File: src/rtl/uart_tx_sched.sv
// Round-robin UART transmit scheduler: one byte per grant, with timeout abort,
// plus ownership of the baud setting (validated, applied only when idle, then settled).
module uart_tx_sched #(
    parameter int NREQ       = 4,
    parameter int SETTLE_CYC = 32,
    parameter int TMO_CYC    = 250000
) (
    input  logic                clk,
    input  logic                rst_n,
    input  logic [NREQ-1:0]     req,
    input  logic [NREQ*8-1:0]   req_data,
    output logic [NREQ-1:0]     gnt,
    output logic                tx_start,
    output logic [7:0]          tx_data,
    input  logic                tx_done,
    input  logic                cfg_baud_wr,
    input  logic [16:0]         cfg_baud,
    output logic                cfg_busy,
    output logic                cfg_err,
    output logic                tx_err,
    output logic [16:0]         baud
);

    localparam int PW   = (NREQ > 1) ? $clog2(NREQ) : 1;
    localparam int CMAX = (TMO_CYC > SETTLE_CYC) ? TMO_CYC : SETTLE_CYC;
    localparam int CW   = $clog2(CMAX + 1);

    localparam logic [16:0]   BAUD_RST    = 17'd9600;
    localparam logic [PW-1:0] PTR_RST     = PW'(NREQ - 1);
    // The abort fires on the cycle whose increment would bring the count to TMO_CYC-1.
    localparam logic [CW-1:0] TMO_HIT     = CW'(TMO_CYC - 2);
    localparam logic [CW-1:0] SETTLE_LAST = CW'(SETTLE_CYC - 1);
    localparam logic [NREQ-1:0] ONE_HOT0  = {{(NREQ-1){1'b0}}, 1'b1};

    typedef enum logic [1:0] {
        ST_IDLE  = 2'd0,
        ST_GRANT = 2'd1,
        ST_SEND  = 2'd2,
        ST_BAUD  = 2'd3
    } state_t;

    function automatic logic baud_supported(input logic [16:0] b);
        case (b)
            17'd4800, 17'd9600, 17'd14400, 17'd19200,
            17'd38400, 17'd57600, 17'd115200, 17'd128000: baud_supported = 1'b1;
            default:                                      baud_supported = 1'b0;
        endcase
    endfunction

    state_t          state_q, state_d;
    logic [PW-1:0]   ptr_q, ptr_d;
    logic [CW-1:0]   cnt_q, cnt_d;
    logic [NREQ-1:0] gnt_q, gnt_d;
    logic            tx_start_q, tx_start_d;
    logic [7:0]      tx_data_q, tx_data_d;
    logic            busy_q, busy_d;
    logic [16:0]     pend_q, pend_d;
    logic [16:0]     baud_q, baud_d;
    logic            cfg_err_q, cfg_err_d;
    logic            tx_err_q, tx_err_d;

    logic            win_found_s;
    logic [PW-1:0]   win_idx_s;
    logic [PW-1:0]   cand_s;
    logic [7:0]      win_data_s;

    // Round-robin search: first pending requester above the pointer, wrapping.
    always_comb begin
        win_found_s = 1'b0;
        win_idx_s   = '0;
        cand_s      = '0;
        for (int k = 1; k <= NREQ; k++) begin
            cand_s = PW'((int'(ptr_q) + k) % NREQ);
            if (!win_found_s && req[cand_s]) begin
                win_found_s = 1'b1;
                win_idx_s   = cand_s;
            end else begin
                win_found_s = win_found_s;
            end
        end
    end

    // Byte lane of the current winner.
    always_comb begin
        win_data_s = 8'h00;
        for (int i = 0; i < NREQ; i++) begin
            if (win_idx_s == PW'(i)) begin
                win_data_s = req_data[i*8 +: 8];
            end else begin
                win_data_s = win_data_s;
            end
        end
    end

    // Next-state, config intake and registered-output computation.
    always_comb begin
        state_d    = state_q;
        ptr_d      = ptr_q;
        cnt_d      = cnt_q;
        gnt_d      = '0;
        tx_start_d = 1'b0;
        tx_data_d  = tx_data_q;
        busy_d     = busy_q;
        pend_d     = pend_q;
        baud_d     = baud_q;
        cfg_err_d  = 1'b0;
        tx_err_d   = 1'b0;

        if (cfg_baud_wr && !busy_q) begin
            if (baud_supported(cfg_baud)) begin
                pend_d = cfg_baud;
                busy_d = 1'b1;
            end else begin
                cfg_err_d = 1'b1;
            end
        end else begin
            pend_d = pend_q;
        end

        case (state_q)
            ST_IDLE: begin
                // In IDLE a set busy flag always means a change is pending, not settling.
                if (busy_q) begin
                    state_d = ST_BAUD;
                    baud_d  = pend_q;
                    cnt_d   = '0;
                end else if (win_found_s) begin
                    state_d    = ST_GRANT;
                    gnt_d      = ONE_HOT0 << win_idx_s;
                    tx_start_d = 1'b1;
                    tx_data_d  = win_data_s;
                    ptr_d      = win_idx_s;
                end else begin
                    state_d = ST_IDLE;
                end
            end
            ST_GRANT: begin
                state_d = ST_SEND;
                cnt_d   = '0;
            end
            ST_SEND: begin
                if (tx_done) begin
                    state_d = ST_IDLE;
                end else if (cnt_q == TMO_HIT) begin
                    state_d  = ST_IDLE;
                    tx_err_d = 1'b1;
                end else begin
                    cnt_d = cnt_q + CW'(1);
                end
            end
            ST_BAUD: begin
                if (cnt_q == SETTLE_LAST) begin
                    state_d = ST_IDLE;
                    busy_d  = 1'b0;
                end else begin
                    cnt_d = cnt_q + CW'(1);
                end
            end
            default: begin
                state_d = ST_IDLE;
                busy_d  = 1'b0;
            end
        endcase
    end

    // State and output registers.
    always_ff @(posedge clk or negedge rst_n) begin
        if (!rst_n) begin
            state_q    <= ST_IDLE;
            ptr_q      <= PTR_RST;
            cnt_q      <= '0;
            gnt_q      <= '0;
            tx_start_q <= 1'b0;
            tx_data_q  <= 8'h00;
            busy_q     <= 1'b0;
            pend_q     <= BAUD_RST;
            baud_q     <= BAUD_RST;
            cfg_err_q  <= 1'b0;
            tx_err_q   <= 1'b0;
        end else begin
            state_q    <= state_d;
            ptr_q      <= ptr_d;
            cnt_q      <= cnt_d;
            gnt_q      <= gnt_d;
            tx_start_q <= tx_start_d;
            tx_data_q  <= tx_data_d;
            busy_q     <= busy_d;
            pend_q     <= pend_d;
            baud_q     <= baud_d;
            cfg_err_q  <= cfg_err_d;
            tx_err_q   <= tx_err_d;
        end
    end

    assign gnt      = gnt_q;
    assign tx_start = tx_start_q;
    assign tx_data  = tx_data_q;
    assign cfg_busy = busy_q;
    assign cfg_err  = cfg_err_q;
    assign tx_err   = tx_err_q;
    assign baud     = baud_q;

endmodule

File: config.mk
export PLATFORM = sky130hd
export DESIGN_NAME = uart_tx_sched
export DESIGN_NICKNAME = d
export VERILOG_FILES = /design/src/rtl/uart_tx_sched.sv
export SDC_FILE = /design/constraint.sdc
export NUM_CORES = 1
export LEC_CHECK = 0
export CAP_MARGIN = 10
export CORE_ASPECT_RATIO = 0.6
export CORE_MARGIN = 10
export CORE_UTILIZATION = 53
export DETAILED_ROUTE_END_ITERATION = 16
export MAX_ROUTING_LAYER = met4
export PLACE_DENSITY_LB_ADDON = 0.25
export SYNTH_ARGS = -nofsm -noshare
export SYNTH_HDL_FRONTEND = slang
export SYNTH_SLANG_ARGS = --single-unit
File: constraint.sdc
create_clock -name clk -period 4.9 [get_ports clk]
set_input_delay 0.735 -clock clk [delete_from_list [all_inputs] [get_ports clk]]
set_output_delay 0.735 -clock clk [all_outputs]
set_load 0.005 [all_outputs]
==> results of run 1 <==
==> worst paths after layout <==
check | from | end | cells after the start | slack [ns]
min in group clk | tx_data[7]$_DFFE_PN0P_ | tx_data[7]$_DFFE_PN0P_ | 2 | 0.49
max in group asynchronous | rst_n | gnt[0]$_DFF_PN0_ | 2 | 3.63
worst min register to register | tx_data[7]$_DFFE_PN0P_ | tx_data[7]$_DFFE_PN0P_ | 2 | 0.49
worst min-delay path | rst_n | baud[15]$_DFFE_PN0P_ | 1 | 0.28
worst max-delay path | cfg_baud[10] | pend_q[6]$_DFFE_PN0P_ | 7 | 1.91
worst max register to register | cnt_q[1]$_DFFE_PN0P_ | cnt_q[16]$_DFFE_PN0P_ | 7 | 2.17
==> stage by stage <==
step | hold WS [ns] | utilization, % | area, µm² | instances
2_1_floorplan | 0.439 | - | 3550 | 327
3_3_place_gp | 0.465 | 71.8 | 4530 | 493
3_5_place_dp | 0.472 | 71.8 | 4530 | 493
4_1_cts | 0.277 | 74.8 | 4710 | 509
5_1_grt | 0.285 | 74.8 | 4710 | 509
6_report | 0.277 | 74.8 | 4710 | 509
==> cells by family (layout without fill, tap and decap cells) <==
family / Yosys count / in the layout / synth area share (%)
AOI/OAI and AO/OA: 66 / 66 / 11.2
muxes: 53 / 53 / 16.6
adders and majority gates: 2 / 2 / 0.704
and+or+nand+nor: 110 / 110 / 16.9
xor gates and xnor gates: 5 / 5 / 1.23
buffers and inverters: 19 / 117 / 2.32
DFF: 72 / 72 / 51.0
==> worst max-delay path: stages <==
cell and delay [ns]:
clkdlybuf4s50_1 0.54, nor4b_1 0.51, a41oi_1 0.17, nor4_1 0.34, o311ai_1 0.22, nand3b_4 0.35
mux2_4 0.36
==> sequential cells by signal (all words and copies together), names as in the netlist <==
register,cells
tx_err,1
state_q,2
gnt,4
baud,17
cfg_busy,1
ptr_q,2
tx_data,8
tx_start,1
cnt_q,18
cfg_err,1
pend_q,17
==> synth_stat cells, types with 2 or more instances <==
cell | count | share of area [%]
dfstp_2 | 10 | 7.4
xnor2_1 | 4 | 0.99
or2_2 | 2 | 0.35
o41ai_1 | 2 | 0.49
mux2_2 | 32 | 10
nand3_1 | 6 | 0.84
and2_1 | 7 | 1.2
mux2i_1 | 17 | 4.8
nor3b_1 | 3 | 0.63
a41oi_1 | 3 | 0.74
nor4_1 | 6 | 1.1
clkbuf_1 | 6 | 0.63
or3_1 | 8 | 1.4
o311ai_1 | 2 | 0.49
o211ai_1 | 2 | 0.42
and3_1 | 4 | 0.70
mux2_4 | 4 | 1.7
nor2_1 | 19 | 2.0
nor4b_1 | 2 | 0.49
o21a_1 | 2 | 0.42
inv_1 | 9 | 0.95
nand4b_1 | 2 | 0.49
nand4_1 | 5 | 0.88
buf_2 | 3 | 0.42
dfrtp_1 | 62 | 44
a21oi_1 | 15 | 2.1
o21ai_0 | 29 | 4.1
nor2b_1 | 5 | 0.88
nor3_1 | 5 | 0.70
ha_1 | 2 | 0.70
a31oi_1 | 2 | 0.35
nand2_1 | 29 | 3.1
==> area by class of cell <==
class,count,area share (%)
sequential,72,38.5
tap,84,2.23
multi-input combinational,236,35.4
clock inverter,7,1.30
inverter,9,0.717
timing repair buffer,92,19.3
clock buffer,9,2.63
==> metal layers <==
metal	track usage [%]	vias to the layer above	wire length, µm
li1	-	1388	-
met1	24.8	1417	4440
met2	27.1	113	4400
met3	5.27	10	596
met4	3.83	0	73
met5	-	-	0
==> cells in the final DEF (no fill, tap or decap), types with 8 or more instances in the layout <==
cell	netlist	routed
mux2_2	32	32
nand2_1	29	29
o21ai_0	29	29
nor2_1	19	19
clkbuf_8	0	9
or3_1	8	8
clkdlybuf4s50_1	0	88
dfstp_2	10	10
inv_1	9	9
a21oi_1	15	14
mux2i_1	17	17
dfrtp_1	62	62
==> power breakdown <==
| group | internal, mW | switching (mW) |
|---|---|---|
| clock | 0.193 | 0.249 |
| combinational | 0.0629 | 0.0448 |
| sequential | 0.597 | 0.00132 |
| total | 0.853 | 0.296 |
==> summary.txt, run 1 <==
Synthesis
  • Warnings from Yosys: 0
  • Syn avg cell area: 10.9 µm²
  • #FFs+latches synth: 72
  • Prevailing post-synth register cell: dfrtp_1
  • Total nets after synthesis: 386
  • Number of enable flip-flop cells after synthesis: 0
  • Sequential share of the synthesized area: 51.0%
  • Number of different library cells in the post-synthesis netlist: 50
  • Number of cells produced by synthesis: 327
  • Async SR Flop Fraction: 100%
  • Mapped Area: 3550 µm²

Floorplanning
  • Vertical die dimension: 83.4 µm
  • Starting density of the core: 56.4%
  • I/O pins: 90
  • Cell Rows: 22
  • Die X-Extent: 126 µm
  • Core Box Area: 6300 µm²
  • Die Outline Area: 10500 µm²

STA
  • Shortest period the worst path allows: 2.99 ns
  • Period utilisation layout: 60.9%
  • Max_slew headroom: 31.1%
  • Clock Skews: 0.0105 ns
  • Worst Tran Pin Value: 1.02 ns
  • Count of endpoints failing hold in the final timing report: 0
  • Highest clock frequency the design can meet: 335 MHz
  • Final Worst Setup Slack: 1.91 ns
  • Sum of negative setup slack: 0 ns
  • Number of slew-limit violations in the final report: 0
  • Setup-failing EPs final: 0
  • RSZ-0062 raised after global routing: no

Detailed routing
  • Number of search-and-repair iterations in the first detailed-routing pass: 5
  • Initial DRC Count: 378
  • Routed via count: 2928
  • Post-Route WL: 9500 µm
  • DRC errors left: 0
  • Routed via count divided by cell count: 5.75
  • Wire length per cell after detailed routing: 18.7 µm
  • Count of nets left with antenna violations after detail routing: 0

GRT
  • Pin count of the biggest net entering global routing: 58
  • Gr usage total: 18.5%
  • Via count of the first global-routing pass: 2933
  • First-pass GRT wire length: 15700 µm
  • Initial antenna violation count: 0
  • Overflow after GRT: 0

Power
  • Design Power: 1.15 mW
  • Static leakage power: 2.01 nW
  • Worst vdd ir: 0.285 mV
  • Power per unit of standard cell area: 244 nW/µm²

Min path
  • Hold crit path type: in -> async

Clock tree
  • Number of buffers inserted during clock tree synthesis: 9
  • Number of clock sinks seen by CTS: 72
  • Count of hold-fix buffers inserted at cts: 0
  • Number of buffers on the longest clock path: 2
  • Number of instances resized during post-cts repair: 0
  • Root Buffer: clkbuf_8
  • CTS tree: done
  • Clock transition time at the flip-flop clock pins of the worst setup and hold paths: 0.08 ns
  • H-Tree Level Count: 3
  • Clock insertion delay at the later pin of the skew report: 0.36 ns
  • Setup Fix Bufs, Post-CTS: 0

Worst setup path
  • Maximum fanout encountered on the critical timing path: 17
  • Startpoint type of the worst setup path: input pin
  • Critical path capture point type: register
  • Crit path kind: in -> reg
  • CP Data Required Time: 5.14 ns
  • Arrival time worst endpoint: 3.23 ns

Placed design
  • Number of port buffers: 89
  • Last weighted congestion value of the routability-driven placer: 0.936
  • Half-perimeter wire length after detailed placement: 7220 µm
  • Placement-stage worst setup slack: 1.59 ns

Layout
  • FF+latch area: 1810 µm²
  • Ratio of cells with drive above 1 in the final layout: 17.2%
  • Area Overhead vs Synth: 32.6%
  • Final antenna diode count: 0
  • Area of combinational cells with multiple inputs: 1670 µm²
  • Number of nets in the layout: 479
  • Fillers: 452

Run status
  • Status: completed

Job
  • Number of maximum-capacitance constraint violations: 0
Note: power is estimated with default switching activity, not from simulation.
==> run 2, diff against run 1 <==
--- a/config.mk
+++ b/config.mk
@@ -8,7 +8,7 @@
 export CAP_MARGIN = 10
 export CORE_ASPECT_RATIO = 0.6
 export CORE_MARGIN = 10
-export CORE_UTILIZATION = 53
+export CORE_UTILIZATION = 44
 export DETAILED_ROUTE_END_ITERATION = 16
 export MAX_ROUTING_LAYER = met4
 export PLACE_DENSITY_LB_ADDON = 0.25
==> constraint.sdc (replaced) <==
create_clock -name clk -period 2.6 [get_ports clk]
set_input_delay 0.39 -clock clk [delete_from_list [all_inputs] [get_ports clk]]
set_output_delay 0.39 -clock clk [all_outputs]
set_load 0.005 [all_outputs]
==> run 2 against run 1 <==
Compared with the run above: setup slack lost 1.7 ns; non-clock buffer count grew 17; core utilization shrank 11 points; clock power grew to 2.9 times the previous value; register-to-register slack lost 1.9 ns.
==> summary.txt, run 2 (synthesis results as in run 1) <==
Floorplanning
  • I/O pins: 90
  • Starting density of the core: 45.3%
  • Die X-Extent: 136 µm
  • Die Outline Area: 12200 µm²
  • Cell Rows: 25
  • Core Box Area: 7850 µm²
  • Vertical die dimension: 89.6 µm

Worst setup path
  • Critical path capture point type: register
  • Cell family with the largest share of critical-path delay: simple AND/OR/NAND/NOR gates
  • CP Data Required Time: 2.82 ns
  • Reg-to-reg critical path startpoint: cnt_q[1]$_DFFE_PN0P_
  • Highest-delay cell along the critical path: or4_1
  • Reg-to-reg critical path endpoint: cnt_q[11]$_DFFE_PN0P_
  • Arrival time worst endpoint: 2.64 ns
  • Cell depth of the worst flop-to-flop path: 8
  • Startpoint type of the worst setup path: input pin
  • Count of buffering cells on the critical path with inverters included: 1
  • Ordered list of cells on the worst path: clkdlybuf4s50_1 -> or4_1 -> o41ai_1 -> o311ai_1 -> nand3b_4 -> mux2_4
  • Slowest cell delay on critical path: 0.57 ns
  • Crit path kind: in -> reg
  • Maximum fanout encountered on the critical timing path: 17
  • Register-to-register setup slack: 0.23 ns

Detailed routing
  • Routed via count: 2876
  • Routed via count divided by cell count: 5.23
  • Wire length per cell after detailed routing: 16.3 µm
  • Number of search-and-repair iterations in the first detailed-routing pass: 5
  • Initial DRC Count: 167
  • DRC errors left: 0
  • Count of nets left with antenna violations after detail routing: 0
  • Post-Route WL: 8980 µm

GRT
  • First-pass GRT wire length: 14700 µm
  • Pin count of the biggest net entering global routing: 73
  • Initial antenna violation count: 0
  • Overflow after GRT: 0
  • Gr usage total: 15.7%
  • Via count of the first global-routing pass: 2879

STA
  • Highest clock frequency the design can meet: 412 MHz
  • Shortest period the worst path allows: 2.42 ns
  • RSZ-0062 raised after global routing: no
  • Clock Skews: 0.00649 ns
  • Final Worst Setup Slack: 0.175 ns
  • Count of endpoints failing hold in the final timing report: 0
  • Number of slew-limit violations in the final report: 0
  • Setup-failing EPs final: 0
  • Period utilisation layout: 93.3%
  • Max_slew headroom: 55.7%
  • Worst Tran Pin Value: 0.662 ns

Placed design
  • Number of port buffers: 89
  • Number of cells after detailed placement: 534
  • Area of placed instances: 4700 µm²
  • Placement-stage worst setup slack: -0.187 ns
  • Last weighted congestion value of the routability-driven placer: 0.845
  • Half-perimeter wire length after detailed placement: 6620 µm

Clock tree
  • Clock insertion delay at the later pin of the skew report: 0.34 ns
  • Number of clock sinks seen by CTS: 72
  • Number of buffers on the longest clock path: 2
  • Clock transition time at the flip-flop clock pins of the worst setup and hold paths: 0.06 ns
  • Number of buffers inserted during clock tree synthesis: 9
  • CTS tree: done
  • H-Tree Level Count: 3
  • Setup Fix Bufs, Post-CTS: 0
  • Root Buffer: clkbuf_16
  • Number of instances resized during post-cts repair: 0
  • Count of hold-fix buffers inserted at cts: 0

Power
  • Static leakage power: 2.16 nW
  • Power per unit of standard cell area: 526 nW/µm²
  • Design Power: 2.64 mW
  • Worst vdd ir: 0.287 mV

Run status
  • Status: completed

Layout
  • Register with the most flip-flops: cnt_q
  • Area Overhead vs Synth: 41.2%
  • Ratio of cells with drive above 1 in the final layout: 20.4%
  • Number of nets in the layout: 496
  • Final antenna diode count: 0
  • Leading cell types in the layout, fill and taps excluded: clkdlybuf4s50_1, dfrtp_1, mux2_2
  • Number of flip-flops in the largest register: 18
  • Final std cells w/o fill: 550
  • Most common library cell in the layout ignoring fill and taps: clkdlybuf4s50_1
  • Final design area excluding fillers: 5020 µm²

Job
  • Number of maximum-capacitance constraint violations: 0

Min path
  • Hold crit path type: in -> async
run 2: worst max-delay path by stage:
stage,start,slack [ns],endpoint,depth (start not counted)
after floorplan,cfg_baud[5],0.37,pend_q[16]$_DFFE_PN0P_,6
after global placement,cfg_baud[5],-0.14,pend_q[16]$_DFFE_PN0P_,6
after detailed placement,cfg_baud[10],-0.19,pend_q[6]$_DFFE_PN0P_,7
after CTS,cfg_baud[10],0.17,pend_q[6]$_DFFE_PN0P_,7
after global routing,cfg_baud[5],0.02,pend_q[6]$_DFFE_PN0P_,6
final,cfg_baud[5],0.18,pend_q[6]$_DFFE_PN0P_,6
run 2: layout make-up:
class | instances | area (µm²)
Tap cell | 108 | 135
Timing Repair Buffer | 109 | 1050
Clock buffer | 10 | 229
Fill cell | 613 | 2830
Inverter | 9 | 33.8
Sequential cell | 72 | 1810
Clock inverter | 6 | 85.1
Multi-Input combinational cell | 236 | 1670
run 2: where the power goes:
| part | internal, mW | switching [mW] |
|---|---|---|
| combinational | 0.131 | 0.0848 |
| clock | 0.836 | 0.459 |
| sequential | 1.13 | 0.00215 |
run 2: worst register-to-register path: stages (launching register included):
cell and delay [ns]:
dfrtp_1 0.43, ha_1 0.27, nor4b_1 0.26, and4b_1 0.29
a21boi_0 0.13, buf_4 0.17, o211ai_1 0.41, nor3_1 0.10
o21a_1 0.19
run 2: metrics by stage:
step / utilization, % / TNS, ns / hold WS, ns
floorplan: - / 0 / 0.0944
global placement: 59.8 / -1.38 / 0.443
detailed placement: 59.8 / -2.10 / 0.446
CTS: 63.8 / 0 / 0.0874
global route: 63.9 / 0 / 0.0935
finish: 63.9 / 0 / 0.0598
run 2: layer usage:
metal  wire [µm]  vias up  global-route usage [%]  part of all wire, %
met1        4450     1355                    20.3                   50
met5           0        -                       -                    0
li1            -     1415                       -                    -
met4          42        0                    4.33                 0.47
met2        3940       99                    23.0                   44
met3         548        7                    5.67                  6.1
